[src/rtl/mc_ctrl_pkg.sv]
// Shared encodings for the multi-cycle MIPS-subset control sequencer:
// opcodes, funcs, ALU codes, datapath mux selects and the FSM state code.
package mc_ctrl_pkg;

  localparam logic [5:0] OP_RTYPE = 6'h00;
  localparam logic [5:0] OP_J     = 6'h02;
  localparam logic [5:0] OP_JAL   = 6'h03;
  localparam logic [5:0] OP_BEQ   = 6'h04;
  localparam logic [5:0] OP_BNE   = 6'h05;
  localparam logic [5:0] OP_ADDI  = 6'h08;
  localparam logic [5:0] OP_SLTI  = 6'h0A;
  localparam logic [5:0] OP_ANDI  = 6'h0C;
  localparam logic [5:0] OP_ORI   = 6'h0D;
  localparam logic [5:0] OP_LUI   = 6'h0F;
  localparam logic [5:0] OP_LW    = 6'h23;
  localparam logic [5:0] OP_SW    = 6'h2B;

  localparam logic [5:0] FN_SRL = 6'h02;
  localparam logic [5:0] FN_JR  = 6'h08;
  localparam logic [5:0] FN_ADD = 6'h20;
  localparam logic [5:0] FN_SUB = 6'h22;
  localparam logic [5:0] FN_AND = 6'h24;
  localparam logic [5:0] FN_OR  = 6'h25;
  localparam logic [5:0] FN_SLT = 6'h2A;

  localparam logic [2:0] ALU_ADD = 3'b000;
  localparam logic [2:0] ALU_SUB = 3'b001;
  localparam logic [2:0] ALU_AND = 3'b010;
  localparam logic [2:0] ALU_OR  = 3'b011;
  localparam logic [2:0] ALU_SRL = 3'b101;
  localparam logic [2:0] ALU_LUI = 3'b110;
  localparam logic [2:0] ALU_SLT = 3'b111;

  localparam logic [1:0] PC_SRC_SEQ = 2'd0;
  localparam logic [1:0] PC_SRC_BR  = 2'd1;
  localparam logic [1:0] PC_SRC_JMP = 2'd2;
  localparam logic [1:0] PC_SRC_RS  = 2'd3;

  localparam logic [1:0] SRC_A_PC    = 2'd0;
  localparam logic [1:0] SRC_A_RS    = 2'd1;
  localparam logic [1:0] SRC_A_SHAMT = 2'd2;

  localparam logic [1:0] SRC_B_RT     = 2'd0;
  localparam logic [1:0] SRC_B_FOUR   = 2'd1;
  localparam logic [1:0] SRC_B_IMM    = 2'd2;
  localparam logic [1:0] SRC_B_IMM_SH = 2'd3;

  localparam logic [1:0] DST_RT = 2'd0;
  localparam logic [1:0] DST_RD = 2'd1;
  localparam logic [1:0] DST_RA = 2'd2;

  localparam logic [1:0] M2R_ALU = 2'd0;
  localparam logic [1:0] M2R_MDR = 2'd1;
  localparam logic [1:0] M2R_PC  = 2'd2;

  typedef enum logic [3:0] {
    S_FETCH  = 4'd0,
    S_DECODE = 4'd1,
    S_EXEC_R = 4'd2,
    S_EXEC_I = 4'd3,
    S_ADDR   = 4'd4,
    S_MEM_RD = 4'd5,
    S_MEM_WR = 4'd6,
    S_WB_ALU = 4'd7,
    S_WB_MEM = 4'd8,
    S_BRANCH = 4'd9,
    S_JUMP   = 4'd10,
    S_JAL    = 4'd11,
    S_JR     = 4'd12,
    S_TRAP   = 4'd15
  } state_t;

  typedef enum logic [2:0] {
    CLS_R_ALU,
    CLS_I_ALU,
    CLS_MEM,
    CLS_BRANCH,
    CLS_JUMP,
    CLS_JAL,
    CLS_JR,
    CLS_NONE
  } iclass_t;

endpackage

[src/rtl/mc_ctrl_fsm_if.sv]
// Instruction/status inputs and datapath control outputs between the
// sequencer (master) and the shared datapath (slave).
interface mc_ctrl_fsm_if;
  logic [5:0] opcode;
  logic [5:0] func;
  logic       zero;
  logic       mem_ready;
  logic       mem_req;
  logic       mem_we;
  logic       i_or_d;
  logic       ir_write;
  logic       pc_write;
  logic [1:0] pc_src;
  logic [1:0] alu_src_a;
  logic [1:0] alu_src_b;
  logic [2:0] alu_control;
  logic       reg_write;
  logic [1:0] reg_dst;
  logic [1:0] mem2reg;

  modport master (
    input  opcode, func, zero, mem_ready,
    output mem_req, mem_we, i_or_d, ir_write, pc_write, pc_src,
           alu_src_a, alu_src_b, alu_control, reg_write, reg_dst, mem2reg
  );

  modport slave (
    output opcode, func, zero, mem_ready,
    input  mem_req, mem_we, i_or_d, ir_write, pc_write, pc_src,
           alu_src_a, alu_src_b, alu_control, reg_write, reg_dst, mem2reg
  );
endinterface

[src/rtl/mc_decode.sv]
// Combinational instruction classifier: opcode/func to instruction class,
// ALU operation for the execute step, and a legal-instruction flag.
module mc_decode
  import mc_ctrl_pkg::*;
(
  input  logic [5:0] opcode,
  input  logic [5:0] func,
  output iclass_t    iclass,
  output logic [2:0] alu_op,
  output logic       legal
);

  // NOTE: every output gets a default before the case so no latch is inferred.
  always_comb begin
    iclass = CLS_NONE;
    alu_op = ALU_ADD;
    case (opcode)
      OP_RTYPE: begin
        case (func)
          FN_ADD:  begin iclass = CLS_R_ALU; alu_op = ALU_ADD; end
          FN_SUB:  begin iclass = CLS_R_ALU; alu_op = ALU_SUB; end
          FN_AND:  begin iclass = CLS_R_ALU; alu_op = ALU_AND; end
          FN_OR:   begin iclass = CLS_R_ALU; alu_op = ALU_OR;  end
          FN_SLT:  begin iclass = CLS_R_ALU; alu_op = ALU_SLT; end
          FN_SRL:  begin iclass = CLS_R_ALU; alu_op = ALU_SRL; end
          FN_JR:   iclass = CLS_JR;
          default: iclass = CLS_NONE;
        endcase
      end
      OP_ADDI: begin iclass = CLS_I_ALU; alu_op = ALU_ADD; end
      OP_ANDI: begin iclass = CLS_I_ALU; alu_op = ALU_AND; end
      OP_ORI:  begin iclass = CLS_I_ALU; alu_op = ALU_OR;  end
      OP_SLTI: begin iclass = CLS_I_ALU; alu_op = ALU_SLT; end
      OP_LUI:  begin iclass = CLS_I_ALU; alu_op = ALU_LUI; end
      OP_LW, OP_SW:   iclass = CLS_MEM;
      OP_BEQ, OP_BNE: iclass = CLS_BRANCH;
      OP_J:    iclass = CLS_JUMP;
      OP_JAL:  iclass = CLS_JAL;
      default: iclass = CLS_NONE;
    endcase
  end

  assign legal = (iclass != CLS_NONE);

endmodule

[src/rtl/mc_ctrl_fsm.sv]
// Multi-cycle control sequencer for the MIPS-subset CPU.
// Optional MC_CTRL_ILLEGAL_TRAP_EN: unknown instructions trap instead of acting as NOPs.
module mc_ctrl_fsm
  import mc_ctrl_pkg::*;
#(
  parameter int CNT_W = 32
) (
  input  logic              clk,
  input  logic              reset_n,
  mc_ctrl_fsm_if.master     bus,
  output logic [3:0]        state_out,
  output logic              illegal,
  output logic [CNT_W-1:0]  instr_count
);

  state_t     state, state_nxt;
  logic       retire;
  iclass_t    iclass;
  logic [2:0] alu_op;
  logic       legal;

  mc_decode u_decode (
    .opcode (bus.opcode),
    .func   (bus.func),
    .iclass (iclass),
    .alu_op (alu_op),
    .legal  (legal)
  );

  // NOTE: sequential state uses non-blocking assignments so all flops update together.
  always_ff @(posedge clk or negedge reset_n) begin
    if (!reset_n) state <= S_FETCH;
    else          state <= state_nxt;
  end

  always_comb begin
    state_nxt = state;
    retire    = 1'b0;
    case (state)
      S_FETCH:  if (bus.mem_ready) state_nxt = S_DECODE;
      S_DECODE: begin
        if (!legal) begin
`ifdef MC_CTRL_ILLEGAL_TRAP_EN
          state_nxt = S_TRAP;
`else
          state_nxt = S_FETCH;
          retire    = 1'b1;
`endif
        end else begin
          case (iclass)
            CLS_R_ALU:  state_nxt = S_EXEC_R;
            CLS_I_ALU:  state_nxt = S_EXEC_I;
            CLS_MEM:    state_nxt = S_ADDR;
            CLS_BRANCH: state_nxt = S_BRANCH;
            CLS_JUMP:   state_nxt = S_JUMP;
            CLS_JAL:    state_nxt = S_JAL;
            CLS_JR:     state_nxt = S_JR;
            default:    state_nxt = S_FETCH;
          endcase
        end
      end
      S_EXEC_R, S_EXEC_I: state_nxt = S_WB_ALU;
      S_ADDR:   state_nxt = (bus.opcode == OP_SW) ? S_MEM_WR : S_MEM_RD;
      S_MEM_RD: if (bus.mem_ready) state_nxt = S_WB_MEM;
      S_MEM_WR: if (bus.mem_ready) begin
        state_nxt = S_FETCH;
        retire    = 1'b1;
      end
      S_WB_ALU, S_WB_MEM, S_BRANCH, S_JUMP, S_JAL, S_JR: begin
        state_nxt = S_FETCH;
        retire    = 1'b1;
      end
      S_TRAP:   state_nxt = S_TRAP;
      default:  state_nxt = S_FETCH;
    endcase
  end

  always_ff @(posedge clk or negedge reset_n) begin
    if (!reset_n)    instr_count <= '0;
    else if (retire) instr_count <= instr_count + CNT_W'(1);
  end

`ifdef MC_CTRL_ILLEGAL_TRAP_EN
  always_ff @(posedge clk or negedge reset_n) begin
    if (!reset_n)                          illegal <= 1'b0;
    else if (state == S_DECODE && !legal) illegal <= 1'b1;
  end
`else
  assign illegal = 1'b0;
`endif

  // Outputs are forced low while reset_n is held so nothing is written mid-reset.
  always_comb begin
    bus.mem_req     = 1'b0;
    bus.mem_we      = 1'b0;
    bus.i_or_d      = 1'b0;
    bus.ir_write    = 1'b0;
    bus.pc_write    = 1'b0;
    bus.pc_src      = PC_SRC_SEQ;
    bus.alu_src_a   = SRC_A_PC;
    bus.alu_src_b   = SRC_B_RT;
    bus.alu_control = ALU_ADD;
    bus.reg_write   = 1'b0;
    bus.reg_dst     = DST_RT;
    bus.mem2reg     = M2R_ALU;
    if (reset_n) begin
      case (state)
        S_FETCH: begin
          bus.mem_req   = 1'b1;
          bus.alu_src_b = SRC_B_FOUR;
          bus.ir_write  = bus.mem_ready;
          bus.pc_write  = bus.mem_ready;
        end
        S_DECODE: bus.alu_src_b = SRC_B_IMM_SH;
        S_EXEC_R: begin
          bus.alu_src_a   = (bus.func == FN_SRL) ? SRC_A_SHAMT : SRC_A_RS;
          bus.alu_control = alu_op;
        end
        S_EXEC_I: begin
          bus.alu_src_a   = SRC_A_RS;
          bus.alu_src_b   = SRC_B_IMM;
          bus.alu_control = alu_op;
        end
        S_ADDR: begin
          bus.alu_src_a = SRC_A_RS;
          bus.alu_src_b = SRC_B_IMM;
        end
        S_MEM_RD: begin
          bus.mem_req = 1'b1;
          bus.i_or_d  = 1'b1;
        end
        S_MEM_WR: begin
          bus.mem_req = 1'b1;
          bus.mem_we  = 1'b1;
          bus.i_or_d  = 1'b1;
        end
        S_WB_ALU: begin
          bus.reg_write = 1'b1;
          bus.reg_dst   = (bus.opcode == OP_RTYPE) ? DST_RD : DST_RT;
        end
        S_WB_MEM: begin
          bus.reg_write = 1'b1;
          bus.mem2reg   = M2R_MDR;
        end
        S_BRANCH: begin
          bus.alu_src_a   = SRC_A_RS;
          bus.alu_control = ALU_SUB;
          bus.pc_src      = PC_SRC_BR;
          bus.pc_write    = (bus.opcode == OP_BNE) ? ~bus.zero : bus.zero;
        end
        S_JUMP: begin
          bus.pc_write = 1'b1;
          bus.pc_src   = PC_SRC_JMP;
        end
        S_JAL: begin
          bus.pc_write  = 1'b1;
          bus.pc_src    = PC_SRC_JMP;
          bus.reg_write = 1'b1;
          bus.reg_dst   = DST_RA;
          bus.mem2reg   = M2R_PC;
        end
        S_JR: begin
          bus.pc_write = 1'b1;
          bus.pc_src   = PC_SRC_RS;
        end
        default: ;
      endcase
    end
  end

  assign state_out = reset_n ? state : 4'd0;

endmodule
[src/flat_wrapper.sv]
// flat-port wrapper written by rule: the top's interface ports become plain ports
module mc_ctrl_fsm_flat import mc_ctrl_pkg::*;
#(
  parameter int CNT_W = 32
)
  (clk, reset_n, state_out, illegal, instr_count, bus_opcode, bus_func, bus_zero, bus_mem_ready, bus_mem_req, bus_mem_we, bus_i_or_d, bus_ir_write, bus_pc_write, bus_pc_src, bus_alu_src_a, bus_alu_src_b, bus_alu_control, bus_reg_write, bus_reg_dst, bus_mem2reg);
  mc_ctrl_fsm_if bus_i ();
  input  logic clk;
  input  logic reset_n;
  output logic [3:0] state_out;
  output logic illegal;
  output logic [CNT_W-1:0] instr_count;
  input wire logic [$bits(bus_i.opcode)-1:0] bus_opcode;
  input wire logic [$bits(bus_i.func)-1:0] bus_func;
  input wire logic [$bits(bus_i.zero)-1:0] bus_zero;
  input wire logic [$bits(bus_i.mem_ready)-1:0] bus_mem_ready;
  output wire logic [$bits(bus_i.mem_req)-1:0] bus_mem_req;
  output wire logic [$bits(bus_i.mem_we)-1:0] bus_mem_we;
  output wire logic [$bits(bus_i.i_or_d)-1:0] bus_i_or_d;
  output wire logic [$bits(bus_i.ir_write)-1:0] bus_ir_write;
  output wire logic [$bits(bus_i.pc_write)-1:0] bus_pc_write;
  output wire logic [$bits(bus_i.pc_src)-1:0] bus_pc_src;
  output wire logic [$bits(bus_i.alu_src_a)-1:0] bus_alu_src_a;
  output wire logic [$bits(bus_i.alu_src_b)-1:0] bus_alu_src_b;
  output wire logic [$bits(bus_i.alu_control)-1:0] bus_alu_control;
  output wire logic [$bits(bus_i.reg_write)-1:0] bus_reg_write;
  output wire logic [$bits(bus_i.reg_dst)-1:0] bus_reg_dst;
  output wire logic [$bits(bus_i.mem2reg)-1:0] bus_mem2reg;
  assign bus_i.opcode = bus_opcode;
  assign bus_i.func = bus_func;
  assign bus_i.zero = bus_zero;
  assign bus_i.mem_ready = bus_mem_ready;
  assign bus_mem_req = bus_i.mem_req;
  assign bus_mem_we = bus_i.mem_we;
  assign bus_i_or_d = bus_i.i_or_d;
  assign bus_ir_write = bus_i.ir_write;
  assign bus_pc_write = bus_i.pc_write;
  assign bus_pc_src = bus_i.pc_src;
  assign bus_alu_src_a = bus_i.alu_src_a;
  assign bus_alu_src_b = bus_i.alu_src_b;
  assign bus_alu_control = bus_i.alu_control;
  assign bus_reg_write = bus_i.reg_write;
  assign bus_reg_dst = bus_i.reg_dst;
  assign bus_mem2reg = bus_i.mem2reg;
  mc_ctrl_fsm #(.CNT_W(CNT_W)) u_core (.clk(clk), .reset_n(reset_n), .bus(bus_i), .state_out(state_out), .illegal(illegal), .instr_count(instr_count));
endmodule
[config.mk]
export PLATFORM = sky130hd
export DESIGN_NAME = mc_ctrl_fsm_flat
export DESIGN_NICKNAME = d
export VERILOG_FILES = /design/src/rtl/mc_ctrl_pkg.sv /design/src/rtl/mc_ctrl_fsm_if.sv /design/src/rtl/mc_decode.sv /design/src/rtl/mc_ctrl_fsm.sv /design/src/flat_wrapper.sv
export SDC_FILE = /design/constraint.sdc
export NUM_CORES = 1
export LEC_CHECK = 0
export BUFFER_PORTS_ARGS = -buffer_cell sky130_fd_sc_hd__clkbuf_2
export CAP_MARGIN = 5
export CORE_ASPECT_RATIO = 1.4
export CORE_MARGIN = 2
export CORE_UTILIZATION = 40
export CTS_CLUSTER_SIZE = 12
export DETAILED_ROUTE_END_ITERATION = 8
export GPL_TIMING_DRIVEN = 0
export SYNTH_ARGS = -nofsm -noshare
export SYNTH_HDL_FRONTEND = slang
export SYNTH_HIERARCHICAL = 1
export SYNTH_SLANG_ARGS = --single-unit
[constraint.sdc]
create_clock -name clk -period 4.23 [get_ports clk]
set_input_delay 0.846 -clock clk [delete_from_list [all_inputs] [get_ports clk]]
set_output_delay 0.846 -clock clk [all_outputs]
set_load 0.005 [all_outputs]
* After elaboration in Yosys (flattened, before gate mapping) *
Cells that the tools add are included.

word-level totals
  bits in latches = 0
  memory bits (read-only) = 0
  output and inout port bits = 56
  input bits = 16
  memory bits (writable) = 0
  memories kept = 0
  register bits = 36
  word-level logic and storage cells = 104

operators by class
  reduce and logical (&&, ||, !) cells = 17
  muxes and demuxes = 42
  divide/modulo/power cells = 0
  shift-type cells = 0
  $add $sub $neg = 1
  $mul = 0
  order comparisons = 0
  bitwise gates (word level) = 1
  equality and inequality tests = 41

operator list
  operator                                                                count
  4-bit one-hot mux with 7 select lines                                   2
  6-bit equality test (second input constant)                             7
  6-bit by 4-bit equality test with 1-bit output (second input constant)  6
  32-bit by 1-bit adder with 32-bit output (second input constant)        1
  3-bit one-hot mux with 5 select lines                                   2
  4-bit equality test (second input constant)                             6
  4-bit 2-to-1 mux                                                        5
  6-bit by 2-bit equality test with 1-bit output (second input constant)  3
  3-bit one-hot mux with 6 select lines                                   1
  4-bit by 3-bit equality test with 1-bit output (second input constant)  4
  1-bit 2-to-1 mux                                                        15
  2-bit 2-to-1 mux                                                        7
  6-bit by 3-bit equality test with 1-bit output (second input constant)  2
  2-bit one-hot mux with 2 select lines                                   3
  2-bit one-hot mux with 3 select lines                                   2
  3-bit one-hot mux with 2 select lines                                   2
  2-bit OR reduction                                                      6
  3-bit OR reduction                                                      4
  6-bit OR reduction                                                      2
  3-bit equality test (second input constant)                             3
  4-bit by 2-bit equality test with 1-bit output (second input constant)  2
  3-bit by 2-bit equality test with 1-bit output (second input constant)  2
  6-bit logical NOT                                                       1
  2-bit inequality test (second input constant)                           3
  other kinds (10)                                                        11

* Logic depth before layout (Yosys ltp) *
Gate-level depths: netlist of run 1.

  word-level depth = 8
  depth in mapped cells = 11
  gate-level depth less buffers = 9

* Hierarchy *
Netlist of run 1, hierarchy kept.

by module, submodules not included
  module       seq. area each (um2)  cells an instance  instances  area an instance (um2)
  mc_ctrl_fsm  900.9                 249                1          2202.1
  mc_decode    0.0                   55                 1          325.3

* Worst setup path before layout of run 1 *
No wires, ideal clock.

  path kind = input to register
  start = input bus_opcode[5]
  end = register u_core.instr_count[7]
  stages = 10
  arrival time = 3.215 ns
  path buffers = 1
  setup slack = 0.890 ns
  cells stage by stage = clkbuf_1 -> nor4_1 -> o311a_1 -> a311o_1 -> a21bo_1 -> or3b_4 -> a21oi_4 -> nor2_2 -> or4b_4 -> xnor2_2

on the way
  word-level cells in the longest chain between the ends = 6

RTL lines
  item                                                                          line                text
  start: declaration                                                            flat_wrapper.sv:13  input wire logic [$bits(bus_i.opcode)-1:0] bus_opcode;
  6-bit by 4-bit equality test with 1-bit output, or another cell as far along  mc_decode.sv:17     case (opcode)
  5-bit OR reduction (no source line) or 2-bit OR reduction (tied branches)     --
  3-bit one-hot mux with 6 select lines (*)                                     mc_decode.sv:17
  via u_core.iclass[0]                                                          mc_ctrl_fsm.sv:18   iclass_t iclass;
  3-bit inequality test (*)                                                     mc_decode.sv:43     assign legal = (iclass != CLS_NONE);
  via u_core.legal                                                              mc_ctrl_fsm.sv:20   logic legal;
  1-bit 2-to-1 mux (*)                                                          mc_ctrl_fsm.sv:42   if (!legal) begin
  1-bit one-hot mux with 3 select lines (*)                                     mc_ctrl_fsm.sv:39   case (state)
  end signal: assignment                                                        mc_ctrl_fsm.sv:80   else if (retire) instr_count <= instr_count + CNT_W'(1);
  end: declaration                                                              mc_ctrl_fsm.sv:13   output logic [CNT_W-1:0] instr_count

The timed path passes the listed nets; every way through them passes the cells marked *.
A chain may end at the register's enable or synchronous reset.

* Worst setup path after layout of run 1 *
  start = input reset_n
  end = output bus_reg_dst[0]

on the way
  word-level cells in the longest chain between the ends = 1

RTL lines
  item                line                text
  start: declaration  flat_wrapper.sv:9   input logic reset_n;
  2-bit 2-to-1 mux    mc_ctrl_fsm.sv:106  if (reset_n) begin
  end: declaration    flat_wrapper.sv:27  output wire logic [$bits(bus_i.reg_dst)-1:0] bus_reg_dst;

No other way between the ends.

==> summary.txt, run 1 <==
Clock tree
  – Clock tree buffer depth: 2
  – Total CTS buffers: 5
  – Clock sinks: 36
  – Root buffer cell: sky130_fd_sc_hd__clkbuf_8
  – Post-CTS Setup Inserts: 0
  – H-tree level count: 2
  – Worst-skew pair later-pin latency: slightly below 0.3 ns
  – Clock-pin transition on the worst setup and hold timing paths: roughly 0.070 ns
  – CTS-repair resized insts: 0
  – TritonCTS clock tree: yes
  – Cts hold-fix bufs: 0

Routing
  – Routed Wire Length: approximately 6600 um
  – Final ANT Viol Nets: 0
  – Count of unresolved DRC violations after routing: 0
  – Average wire length per cell after detail routing: between 10 and 15 um
  – Vias after detailed routing: 2517
  – Average via count per standard cell: between 5 and 6
  – Initial drt markers: 182
  – Count of TritonRoute iterations in the first routing pass: 4

Placement
  – Global placer's final weighted congestion: 0.871
  – Instance area after placement: 2970 um2
  – PortBufs: 70
  – Inst Count DP: between 400 and 500
  – HPWL Detailed: approximately 5000 um

Power
  – Relative contribution of combinational cells to total power: around two fifths
  – P_int: between 0.7 and 0.8 mW
  – Net switching power of the design: between 0.4 and 0.5 mW
  – Power density cells: slightly below 400 nW/um2
  – Worst ir drop on vdd: 0.000263 V
  – Static leakage power: ~1.4 nW
  – Clock Power Share: about a quarter
  – Switching share of total power: between 30% and 40%
  – Proportion of power drawn by flip-flops and latches: between 30 and 40%

Yosys
  – Library cell with the largest summed area after synthesis: sky130_fd_sc_hd__dfrtp_1
  – Combinational family with the most area after synthesis: simple AND/OR/NAND/NOR gates
  – Complex-gate fraction of the synthesized area: 13.0%
  – Ys flop type: sky130_fd_sc_hd__dfrtp_1
  – Post-synthesis mux area share: 0%
  – Synthesized-area fraction occupied by adder cells: less than 1%
  – Share of the synthesized area in the top cell type: around 36%
  – Cell count after synthesis: slightly above 300
  – Syn. warnings: 6
  – Most common cell in the synthesized netlist: sky130_fd_sc_hd__nand2_1
  – Number of nets in the synthesized netlist: 321
  – Synth Area per Inst: 8.31 um2
  – Leading cell types by total area after synthesis: sky130_fd_sc_hd__dfrtp_1 36%, sky130_fd_sc_hd__xnor2_1 9.4%, sky130_fd_sc_hd__nand2_1 5.6%
  – Count of flip-flops with a built-in enable after synthesis: 0
  – Seq/Total Area, Yosys: a little over a third
  – Post-Synth XOR/XNOR Area: 12.8%
  – Synth cell count leaders: 38 x sky130_fd_sc_hd__nand2_1, 36 x sky130_fd_sc_hd__dfrtp_1, 27 x sky130_fd_sc_hd__xnor2_1, 21 x sky130_fd_sc_hd__nor2_1, 17 x sky130_fd_sc_hd__nand4_1
  – Number of distinct standard cells referenced by the synthesized netlist: 53
  – Synthesized area: ~2500 um2
  – Share of synthesized registers carrying an async set or reset: between 90% and 100%
  – Post-synthesis share of cell area spent on and, or, nand and nor gates: 33.6%
  – Number of flip-flops and latches in the synthesized netlist: 36

Final layout
  – Finished layout cell area: slightly above 3000 um2
  – Layout-stage area growth over the synthesis result: 21.8%
  – Finished Core Util: around half
  – Total inserted antenna cells: 0
  – Final nets: approximately 400
  – Non-Filler Instances: between 400 and 500
  – Share of final-layout standard cells stronger than drive strength 1: approximately 25%

GRT
  – Largest net degree at the start of global routing: 40
  – Number of global-route vias before repair: ~2.3k
  – Total routing usage reported by global routing: around a fifth
  – First-pass GRT wire length: 10800 um
  – Antenna violations before repair: 0
  – Residual overflow from global routing: 0

Floorplan
  – Floorplan core area: 6170 um2
  – Top-Level Pins: 72
  – Die Ht: between 90 and 100 um
  – Initial Utilization: 41.0%
  – Standard-cell row count: 34
  – Die ar.: between 6000 and 7000 um2
  – Chip width: about 71 um

Worst setup path
  – Maximum fanout encountered on the critical timing path: 39
  – Arrival time of the worst setup path: roughly 2.7 ns
  – Number of cell instances on the worst register-to-register path: 7
  – Startpoint class of the critical path: primary input
  – RR Endpoint: u_core/instr_count[22]
  – Critical path required time: 3.38 ns
  – CP Capture Type: primary output
  – Critical path type: primary input to primary output
  – Worst reg2reg setup slack: 2.19 ns
  – Reg2reg start: u_core/state[2]

Timing
  – Setup clock skew after layout: a little over 0.009 ns
  – Setup repair after global routing missed its margin: no
  – Final count of hold timing violations: 0
  – Tightest Pin Transition: ~0.97 ns
  – Final Cycle Share: between 80% and 90%
  – Number of max-slew violations in the final report: 0
  – Worst hold slack across all endpoints: between 0.4 and 0.5 ns
  – Final critical path time including I/O delays and setup: roughly 3.6 ns
  – Highest achievable clock rate: ~0.28 GHz
  – Setup_tns: 0 ns
  – Setup Viol. Count Final: 0
  – Worst relative slew slack: 35.4%

Min path
  – Hold-critical path endpoint: u_core/instr_count[31]
  – Hold crit path type: register to register
  – Hold Path Cell Cnt: 1
  – Worst hold start: u_core/instr_count[31]

Status
  – Outcome: complete, no violations

Job
  – Max-cap violation count: 0
[worst max path at each step]
| stage | slack, ns | cells after the start | startpoint | endpoint |
|---|---|---|---|---|
| 2_1_floorplan | 0.89 | 10 | bus_opcode[5] | u_core/instr_count[7] |
| 3_3_place_gp | 0.48 | 12 | bus_opcode[1] | u_core/instr_count[22] |
| 3_5_place_dp | 0.46 | 12 | bus_opcode[1] | u_core/instr_count[30] |
| 4_1_cts | 0.62 | 5 | reset_n | bus_reg_dst[0] |
| 5_1_grt | 0.41 | 5 | reset_n | bus_reg_dst[0] |
| 6_report | 0.68 | 5 | reset_n | bus_reg_dst[0] |
[kinds of logic after synthesis]
| family | Yosys count |
|---|---|
| buf+inv | 24 |
| simple gates | 158 |
| fa+ha+maj | 1 |
| compound gates | 48 |
| xor+xnor | 36 |
| other cells | 1 |
| flops | 36 |
[critical path, cell delays in order]
cell	delay [ns]
sky130_fd_sc_hd__clkbuf_2	0.72
sky130_fd_sc_hd__nand2_1	0.27
sky130_fd_sc_hd__or3_1	0.40
sky130_fd_sc_hd__nor4_1	0.29
sky130_fd_sc_hd__clkbuf_2	0.17
[power by group through the flow]
| stage | Sequential, mW | Clock, mW | Combinational, mW |
|---|---|---|---|
| after floorplan | 0.434 | 0 | 0.318 |
| after global placement | 0.446 | 0 | 0.464 |
| after detailed placement | 0.446 | 0 | 0.472 |
| after CTS | 0.440 | 0.312 | 0.472 |
| after global routing | 0.447 | 0.325 | 0.529 |
| final | 0.440 | 0.303 | 0.471 |
[flip-flops by register name, indices dropped and copies added, names as in the netlist]
| signal | count |
|---|---|
| u_core/instr_count | 32 |
| u_core/state | 4 |
[through the flow]
step	power (mW)	worst slack (ns)
2_1_floorplan	0.752	0.890
3_3_place_gp	0.910	0.480
3_5_place_dp	0.918	0.461
4_1_cts	1.22	0.620
5_1_grt	1.30	0.409
6_report	1.21	0.679
[metal layers]
| layer | GRT usage, % | share of wire, % | up-vias | wire [um] |
|---|---|---|---|---|
| li1 | - | - | 1242 | - |
| met1 | 23.6 | 43 | 1180 | 2870 |
| met2 | 32.8 | 50 | 88 | 3340 |
| met3 | 3.20 | 5.4 | 7 | 360 |
| met4 | 5.81 | 1.2 | 0 | 80 |
| met5 | 0 | 0 | - | 0 |
[layout by cell type (no fill, tap or decap), types with 7 or more instances in the layout]
cell type                   n
sky130_fd_sc_hd__nand4_1   17
sky130_fd_sc_hd__clkbuf_2  70
sky130_fd_sc_hd__o21ai_0    8
sky130_fd_sc_hd__nor4_1     7
sky130_fd_sc_hd__dfrtp_1   36
sky130_fd_sc_hd__nor3_1     9
sky130_fd_sc_hd__and3_1    12
sky130_fd_sc_hd__nor2_1    21
sky130_fd_sc_hd__nand3_1   16
sky130_fd_sc_hd__xnor2_1   27
sky130_fd_sc_hd__nand2_1   38
sky130_fd_sc_hd__a21oi_1   12
sky130_fd_sc_hd__clkbuf_1  10
sky130_fd_sc_hd__xor2_1     8
sky130_fd_sc_hd__inv_1      7
[layout make-up]
type                       instances  area, um2
sequential                        36        901
fill                             614       3090
inverter                           7       26.3
clock inverter                     3       42.5
buffer                            17       83.8
multi-input combinational        244       1520
clock buffer                       5       68.8
timing repair buffer              70        350
tap                               72       90.1
(Power assumes the default switching activity.)
==> run 2: changes to the inputs <==
--- a/config.mk
+++ b/config.mk
@@ -5,6 +5,7 @@
 export SDC_FILE = /design/constraint.sdc
 export NUM_CORES = 1
 export LEC_CHECK = 0
+export ABC_AREA = 1
 export BUFFER_PORTS_ARGS = -buffer_cell sky130_fd_sc_hd__clkbuf_2
 export CAP_MARGIN = 5
 export CORE_ASPECT_RATIO = 1.4
==> constraint.sdc (replaced) <==
create_clock -name clk -period 2.9 [get_ports clk]
set_input_delay 0.58 -clock clk [delete_from_list [all_inputs] [get_ports clk]]
set_output_delay 0.58 -clock clk [all_outputs]
set_load 0.005 [all_outputs]
==> run 2 against run 1 <==
  * Setup slack worse by 0.42 ns
  * Worst hold slack worse by 0.30 ns
  * Utilization fell by 1.0 points
  * Clock power up 27%
  * Global-route usage grew 2.7 points
  * Routed wire length grew 28%
  * First-iteration DRC count is 21% lower
  * Count of clock-buffer cells in the layout increased by 2
  * Critical endpoint is now bus_alu_src_a[1]
  * Largest power group unchanged
==> summary.txt, run 2 <==
Timing
  – Worst relative slew slack: 65.1%
  – Highest achievable clock rate: 0.379 GHz
  – Setup Viol. Count Final: 0
  – Final count of hold timing violations: 0
  – Final critical path time including I/O delays and setup: roughly 2.6 ns
  – Final Cycle Share: about nine tenths
  – Number of max-slew violations in the final report: 0
  – Tightest Pin Transition: 0.519 ns
  – Setup clock skew after layout: 0.00390 ns
  – Setup repair after global routing missed its margin: no
  – Setup_tns: 0 ns

Clock tree
  – H-tree level count: 2
  – Post-CTS Setup Inserts: 0
  – Root buffer cell: sky130_fd_sc_hd__clkbuf_8
  – Clock tree buffer depth: 2
  – Clock-pin transition on the worst setup and hold timing paths: about 0.07 ns
  – Cts hold-fix bufs: 0
  – Total CTS buffers: 5
  – Clock sinks: 36
  – Worst-skew pair later-pin latency: 0.29 ns
  – TritonCTS clock tree: yes

Worst setup path
  – Crit path top cell by count: sky130_fd_sc_hd__clkbuf_1
  – Critical path cell sequence: buf_6 -> clkbuf_1 -> inv_1 -> clkbuf_1 -> nor4_1 -> clkbuf_2
  – Max stage delay on crit path: about 0.35 ns
  – Cell at the slowest stage of the critical path: sky130_fd_sc_hd__clkbuf_1
  – CP Capture Type: primary output
  – Critical path type: primary input to primary output
  – CP delay by family, top: buffers and inverters
  – Bufs and invs on worst path: 5
  – Maximum fanout encountered on the critical timing path: 37
  – Arrival time of the worst setup path: around 2.1 ns
  – Critical path required time: approximately 2.3 ns
  – Startpoint class of the critical path: primary input

Yosys
  – Synth Area per Inst: between 5 and 6 um2
  – Share of synthesized registers carrying an async set or reset: 100%
  – Number of nets in the synthesized netlist: ~520
  – Cell count after synthesis: around 500
  – Share of the synthesized area in the top cell type: 30.0%
  – Ys flop type: sky130_fd_sc_hd__dfrtp_1
  – Most common cell in the synthesized netlist: sky130_fd_sc_hd__nand2_1
  – Syn. warnings: 6
  – Count of flip-flops with a built-in enable after synthesis: 0
  – Synth cell count leaders: 181 x sky130_fd_sc_hd__nand2_1, 85 x sky130_fd_sc_hd__nor2_1, 58 x sky130_fd_sc_hd__inv_1, 38 x sky130_fd_sc_hd__nand3_1, 36 x sky130_fd_sc_hd__dfrtp_1
  – Number of flip-flops and latches in the synthesized netlist: 36
  – Synthesized area: approximately 3000 um2
  – Number of distinct standard cells referenced by the synthesized netlist: 33
  – Leading cell types by total area after synthesis: sky130_fd_sc_hd__dfrtp_1 30%, sky130_fd_sc_hd__nand2_1 23%, sky130_fd_sc_hd__nor2_1 11%
  – Library cell with the largest summed area after synthesis: sky130_fd_sc_hd__dfrtp_1
  – Seq/Total Area, Yosys: a little under a third

Power
  – Overall power after layout: roughly 2.0 mW
  – Power density cells: 550 nW/um2
  – Worst ir drop on vdd: around 0.00033 V
  – Static leakage power: about 1.8 nW

Final layout
  – Seq. cell area: 901 um2
  – Commonest non-fill, non-tap cells in the layout: 181 x sky130_fd_sc_hd__nand2_1, 85 x sky130_fd_sc_hd__nor2_1, 69 x sky130_fd_sc_hd__clkbuf_2
  – Final nets: about 600
  – Area of combinational cells with multiple inputs: approximately 1800 um2
  – Share of final-layout standard cells stronger than drive strength 1: about a fifth
  – Commonest non-fill, non-tap cell in the layout: sky130_fd_sc_hd__nand2_1
  – Most flops, register: u_core/instr_count
  – Layout-stage area growth over the synthesis result: 19.1%
  – Finished layout cell area: around 3600 um2
  – Finished Core Util: 48.9%
  – Regs by FF count: u_core/instr_count (32), u_core/state (4)
  – Max reg flops: 32
  – Total inserted antenna cells: 0
  – # fillers: 832

Routing
  – Vias after detailed routing: between 3k and 4k
  – Initial drt markers: roughly 140
  – Average wire length per cell after detail routing: ~13 um
  – Final ANT Viol Nets: 0
  – Routed Wire Length: between 8000 and 9000 um
  – Count of TritonRoute iterations in the first routing pass: 4
  – Count of unresolved DRC violations after routing: 0
  – Average via count per standard cell: 4.91

GRT
  – Grt met2 use: about two fifths
  – Antenna violations before repair: 0
  – Residual overflow from global routing: 0
  – First-pass GRT wire length: roughly 14000 um
  – Most heavily used metal layer in global routing: met2
  – Total routing usage reported by global routing: 21.6%
  – Number of global-route vias before repair: 3085
  – Met3 Usage GRT: 2.89%
  – Largest net degree at the start of global routing: 38
  – Met1 track demand over resource: between 20% and 30%

Min path
  – Hold crit path type: primary input to asynchronous set/reset pin

Placement
  – Instance area after placement: 3470 um2
  – HPWL Detailed: between 6000 and 7000 um
  – PortBufs: 70
  – Global placer's final weighted congestion: about 0.9

Floorplan
  – Standard-cell row count: 37
  – Initial Utilization: slightly above 40%
  – Die ar.: between 8000 and 9000 um2
  – Chip width: approximately 77 um
  – Die Ht: around 110 um
  – Floorplan core area: 7310 um2
  – Top-Level Pins: 72

Job
  – Max-cap violation count: 0

Status
  – Outcome: complete, no violations
[run 2: final timing paths]
path | slack (ns) | cells after the start | start | end
hold / removal | 0.17 | 1 | reset_n | u_core/instr_count[4]
min in group clk | 0.53 | 1 | u_core/instr_count[8] | u_core/instr_count[8]
setup reg to reg | 1.01 | 8 | u_core/instr_count[0] | u_core/instr_count[20]
hold reg to reg | 0.53 | 1 | u_core/instr_count[8] | u_core/instr_count[8]
setup / recovery | 0.26 | 6 | reset_n | bus_alu_src_a[1]
max in group asynchronous | 2.47 | 1 | reset_n | u_core/state[3]
[run 2: repair_timing]
action | in CTS | in global routing
endpoints found under the setup margin | 14 | 4
cloned | 0 | 0
gates resized for setup | 1 | 2
[run 2: cells by family (layout without fill, tap and decap cells)]
family,count (synthesis),after routing,share of synthesized area (%)
xor gates and xnor gates,17,17,4.96
AOI/OAI and AO/OA,24,24,4.46
buffers and inverters,72,149,10.3
and+or+nand+nor,351,351,49.7
other,1,1,0.125
adders and majority gates,1,1,0.417
DFF,36,36,30.0
[run 2: layout make-up]
| type | instances | area share (%) |
|---|---|---|
| Timing Repair Buffer | 70 | 9.98 |
| Buffer | 11 | 2.24 |
| Multi-Input combinational cell | 394 | 50.1 |
| Clock buffer | 7 | 2.70 |
| Inverter | 61 | 6.41 |
| Tap cell | 97 | 3.40 |
| Sequential cell | 36 | 25.2 |
[run 2: stage by stage]
step           std cells  worst slack [ns]  hold WS [ns]
2_1_floorplan        502             0.887         0.284
3_3_place_gp         669            -0.229         0.507
3_5_place_dp         669            -0.244         0.513
4_1_cts              676            0.0281         0.297
5_1_grt              676            0.0994         0.194
6_report             676             0.261         0.172
[run 2: per-layer routing]
metal  share of wire (%)  routed length (um)
met2                  53                4540
met1                  39                3280
met5                   0                   0
met3                 4.4                 377
met4                 3.6                 306
[run 2: report_power, final]
group	switching [mW]	internal, mW
Sequential	0.0822	0.564
Clock	0.174	0.211
Combinational	0.616	0.320
[run 2: worst reg2reg max path: cells and delay by family, from the launching register on]
family,cells,cell delay [ns]
fa+ha+maj,1,0.31
buf+inv,1,0.15
flops,1,0.46
simple gates,6,0.86
==> run 3: changes to the inputs <==
--- a/config.mk
+++ b/config.mk
@@ -14,6 +14,7 @@
 export CTS_CLUSTER_SIZE = 12
 export DETAILED_ROUTE_END_ITERATION = 8
 export GPL_TIMING_DRIVEN = 0
+export PLACE_DENSITY = 0.6
 export SYNTH_ARGS = -nofsm -noshare
 export SYNTH_HDL_FRONTEND = slang
 export SYNTH_HIERARCHICAL = 1
==> constraint.sdc (replaced) <==
create_clock -name clk -period 2.8 [get_ports clk]
set_input_delay 0.56 -clock clk [delete_from_list [all_inputs] [get_ports clk]]
set_output_delay 0.56 -clock clk [all_outputs]
set_load 0.005 [all_outputs]
==> run 3 against run 2 <==
  * Sequential power up 3.6%
  * Largest power group unchanged
  * Utilization about the same
  * Critical endpoint unchanged
  * Register-to-register slack worse by 0.10 ns
==> summary.txt, run 3 (synthesis results as in run 2) <==
Status
  – Outcome: complete, no violations

Floorplan
  – Standard-cell row count: 37
  – Initial Utilization: between 40% and 50%
  – Die Ht: 106 um
  – Floorplan core area: roughly 7300 um2
  – Chip width: roughly 77 um
  – Top-Level Pins: between 70 and 80
  – Die ar.: about 8200 um2

Clock tree
  – Total CTS buffers: 5
  – Root buffer cell: sky130_fd_sc_hd__clkbuf_8
  – Clock-pin transition on the worst setup and hold timing paths: ~0.070 ns
  – Clock sinks: 36
  – TritonCTS clock tree: yes
  – Cts hold-fix bufs: 0
  – Clock tree buffer depth: 2
  – Worst-skew pair later-pin latency: a little under 0.3 ns
  – H-tree level count: 2

Power
  – Worst ir drop on vdd: 0.000345 V
  – Power density cells: ~570 nW/um2
  – Static leakage power: 1.82 nW
  – Overall power after layout: a little over 2 mW

Timing
  – Tightest Pin Transition: between 0.5 and 0.6 ns
  – Final critical path time including I/O delays and setup: around 2.6 ns
  – Worst relative slew slack: between 60% and 70%
  – Setup repair after global routing missed its margin: no
  – Final WS setup: about 0.2 ns
  – Setup clock skew after layout: roughly 0.004 ns
  – Final Cycle Share: 92.8%
  – Final count of hold timing violations: 0
  – Highest achievable clock rate: between 0.3 and 0.4 GHz
  – Number of max-slew violations in the final report: 0
  – Setup Viol. Count Final: 0

GRT
  – Residual overflow from global routing: 0
  – Largest net degree at the start of global routing: 38
  – First-pass GRT wire length: approximately 14000 um
  – Number of global-route vias before repair: approximately 3.1k
  – Total routing usage reported by global routing: 21.6%
  – Antenna violations before repair: 0

Worst setup path
  – CP Capture Type: primary output
  – Max stage delay on crit path: approximately 0.34 ns
  – CP delay by family, top: buffers and inverters
  – Critical path cell sequence: clkbuf_8 -> clkbuf_1 -> inv_1 -> clkbuf_1 -> nor4_1 -> clkbuf_2
  – Cell at the slowest stage of the critical path: sky130_fd_sc_hd__clkbuf_1
  – Maximum fanout encountered on the critical timing path: 37
  – Bufs and invs on worst path: 5
  – Crit path top cell by count: sky130_fd_sc_hd__clkbuf_1
  – Critical path type: primary input to primary output
  – Startpoint class of the critical path: primary input
  – Arrival time of the worst setup path: roughly 2.0 ns
  – Critical path required time: ~2.2 ns

Final layout
  – Max reg flops: 32
  – Commonest non-fill, non-tap cell in the layout: sky130_fd_sc_hd__nand2_1
  – # fillers: 833
  – Share of final-layout standard cells stronger than drive strength 1: between 10% and 20%
  – Total inserted antenna cells: 0
  – Regs by FF count: u_core/instr_count (32), u_core/state (4)
  – Finished Core Util: roughly half
  – Commonest non-fill, non-tap cells in the layout: 181 x sky130_fd_sc_hd__nand2_1, 85 x sky130_fd_sc_hd__nor2_1, 69 x sky130_fd_sc_hd__clkbuf_2
  – Most flops, register: u_core/instr_count
  – Layout-stage area growth over the synthesis result: 19.2%
  – Final nets: a little under 600

Routing
  – Vias after detailed routing: about 3.3k
  – Count of unresolved DRC violations after routing: 0
  – Count of TritonRoute iterations in the first routing pass: 4
  – Initial drt markers: 144
  – Final ANT Viol Nets: 0
  – Average wire length per cell after detail routing: around 13 um
  – Routed Wire Length: between 8000 and 9000 um
  – Average via count per standard cell: just under 5

Job
  – Max-cap violation count: 0

Placement
  – Worst slack at placement: -0.304 ns
  – PortBufs: 70
  – HPWL Detailed: around 6900 um
  – Global placer's final weighted congestion: about 0.9

Min path
  – Hold crit path type: primary input to asynchronous set/reset pin
-- run 3: cell count changes in the layout (fill, tap and decap cells not counted) --
cell	previous run	this run
sky130_fd_sc_hd__buf_6	3	2
sky130_fd_sc_hd__clkbuf_8	7	8
-- run 3: metal layers --
metal | share of wire (%) | wire (um) | GRT usage, %
met1 | 39 | 3280 | 22.7
met2 | 53 | 4540 | 41.5
met3 | 4.4 | 376 | 2.89
met4 | 3.6 | 306 | 10.6
met5 | 0 | 0 | 0
-- run 3: repair_timing --
action,CTS,global route
setup buffers,0,0
resized for setup,2,0
endpoints found under the setup margin,15,0
-- run 3: final timing paths --
path | start | endpoint | slack, ns | cells past startpoint
setup / recovery | reset_n | bus_alu_src_a[1] | 0.20 | 6
hold / removal | reset_n | u_core/instr_count[4] | 0.17 | 1
setup reg to reg | u_core/instr_count[0] | u_core/instr_count[20] | 0.91 | 8
hold reg to reg | u_core/instr_count[8] | u_core/instr_count[8] | 0.53 | 1
max in group asynchronous | reset_n | u_core/state[3] | 2.40 | 1
min in group clk | u_core/instr_count[8] | u_core/instr_count[8] | 0.53 | 1
-- run 3: worst register-to-register path: stages (launching register included) --
cell                      delay [ns]
sky130_fd_sc_hd__dfrtp_1        0.46
sky130_fd_sc_hd__ha_1           0.31
sky130_fd_sc_hd__nand3_1        0.18
sky130_fd_sc_hd__inv_1          0.15
sky130_fd_sc_hd__nand3_1        0.20
sky130_fd_sc_hd__nor2_1         0.26
sky130_fd_sc_hd__nand3_1        0.11
sky130_fd_sc_hd__nand2_1        0.07
sky130_fd_sc_hd__nand2_1        0.04
-- run 3: power breakdown --
group	switching [mW]	internal [mW]
combinational	0.638	0.331
sequential	0.0851	0.585
clock	0.180	0.219
-- run 3: metrics by stage --
| step | setup TNS (ns) | cells | cell area, um2 | hold WS, ns |
|---|---|---|---|---|
| 2_1_floorplan | 0 | 502 | 3000 | 0.264 |
| 3_3_place_gp | -1.61 | 669 | 3470 | 0.507 |
| 3_5_place_dp | -1.89 | 669 | 3470 | 0.513 |
| 4_1_cts | 0 | 676 | 3580 | 0.173 |
| 5_1_grt | 0 | 676 | 3580 | 0.183 |
| 6_report | 0 | 676 | 3580 | 0.165 |
-- run 3: area by class of cell --
cell class	count	area (um2)	share of cell area, %
Tap cell	97	121	3.39
Multi-Input combinational cell	394	1790	50.1
Timing Repair Buffer	70	359	10.0
Inverter	61	229	6.40
Buffer	11	80.1	2.24
Sequential cell	36	901	25.2
Clock buffer	7	96.3	2.69
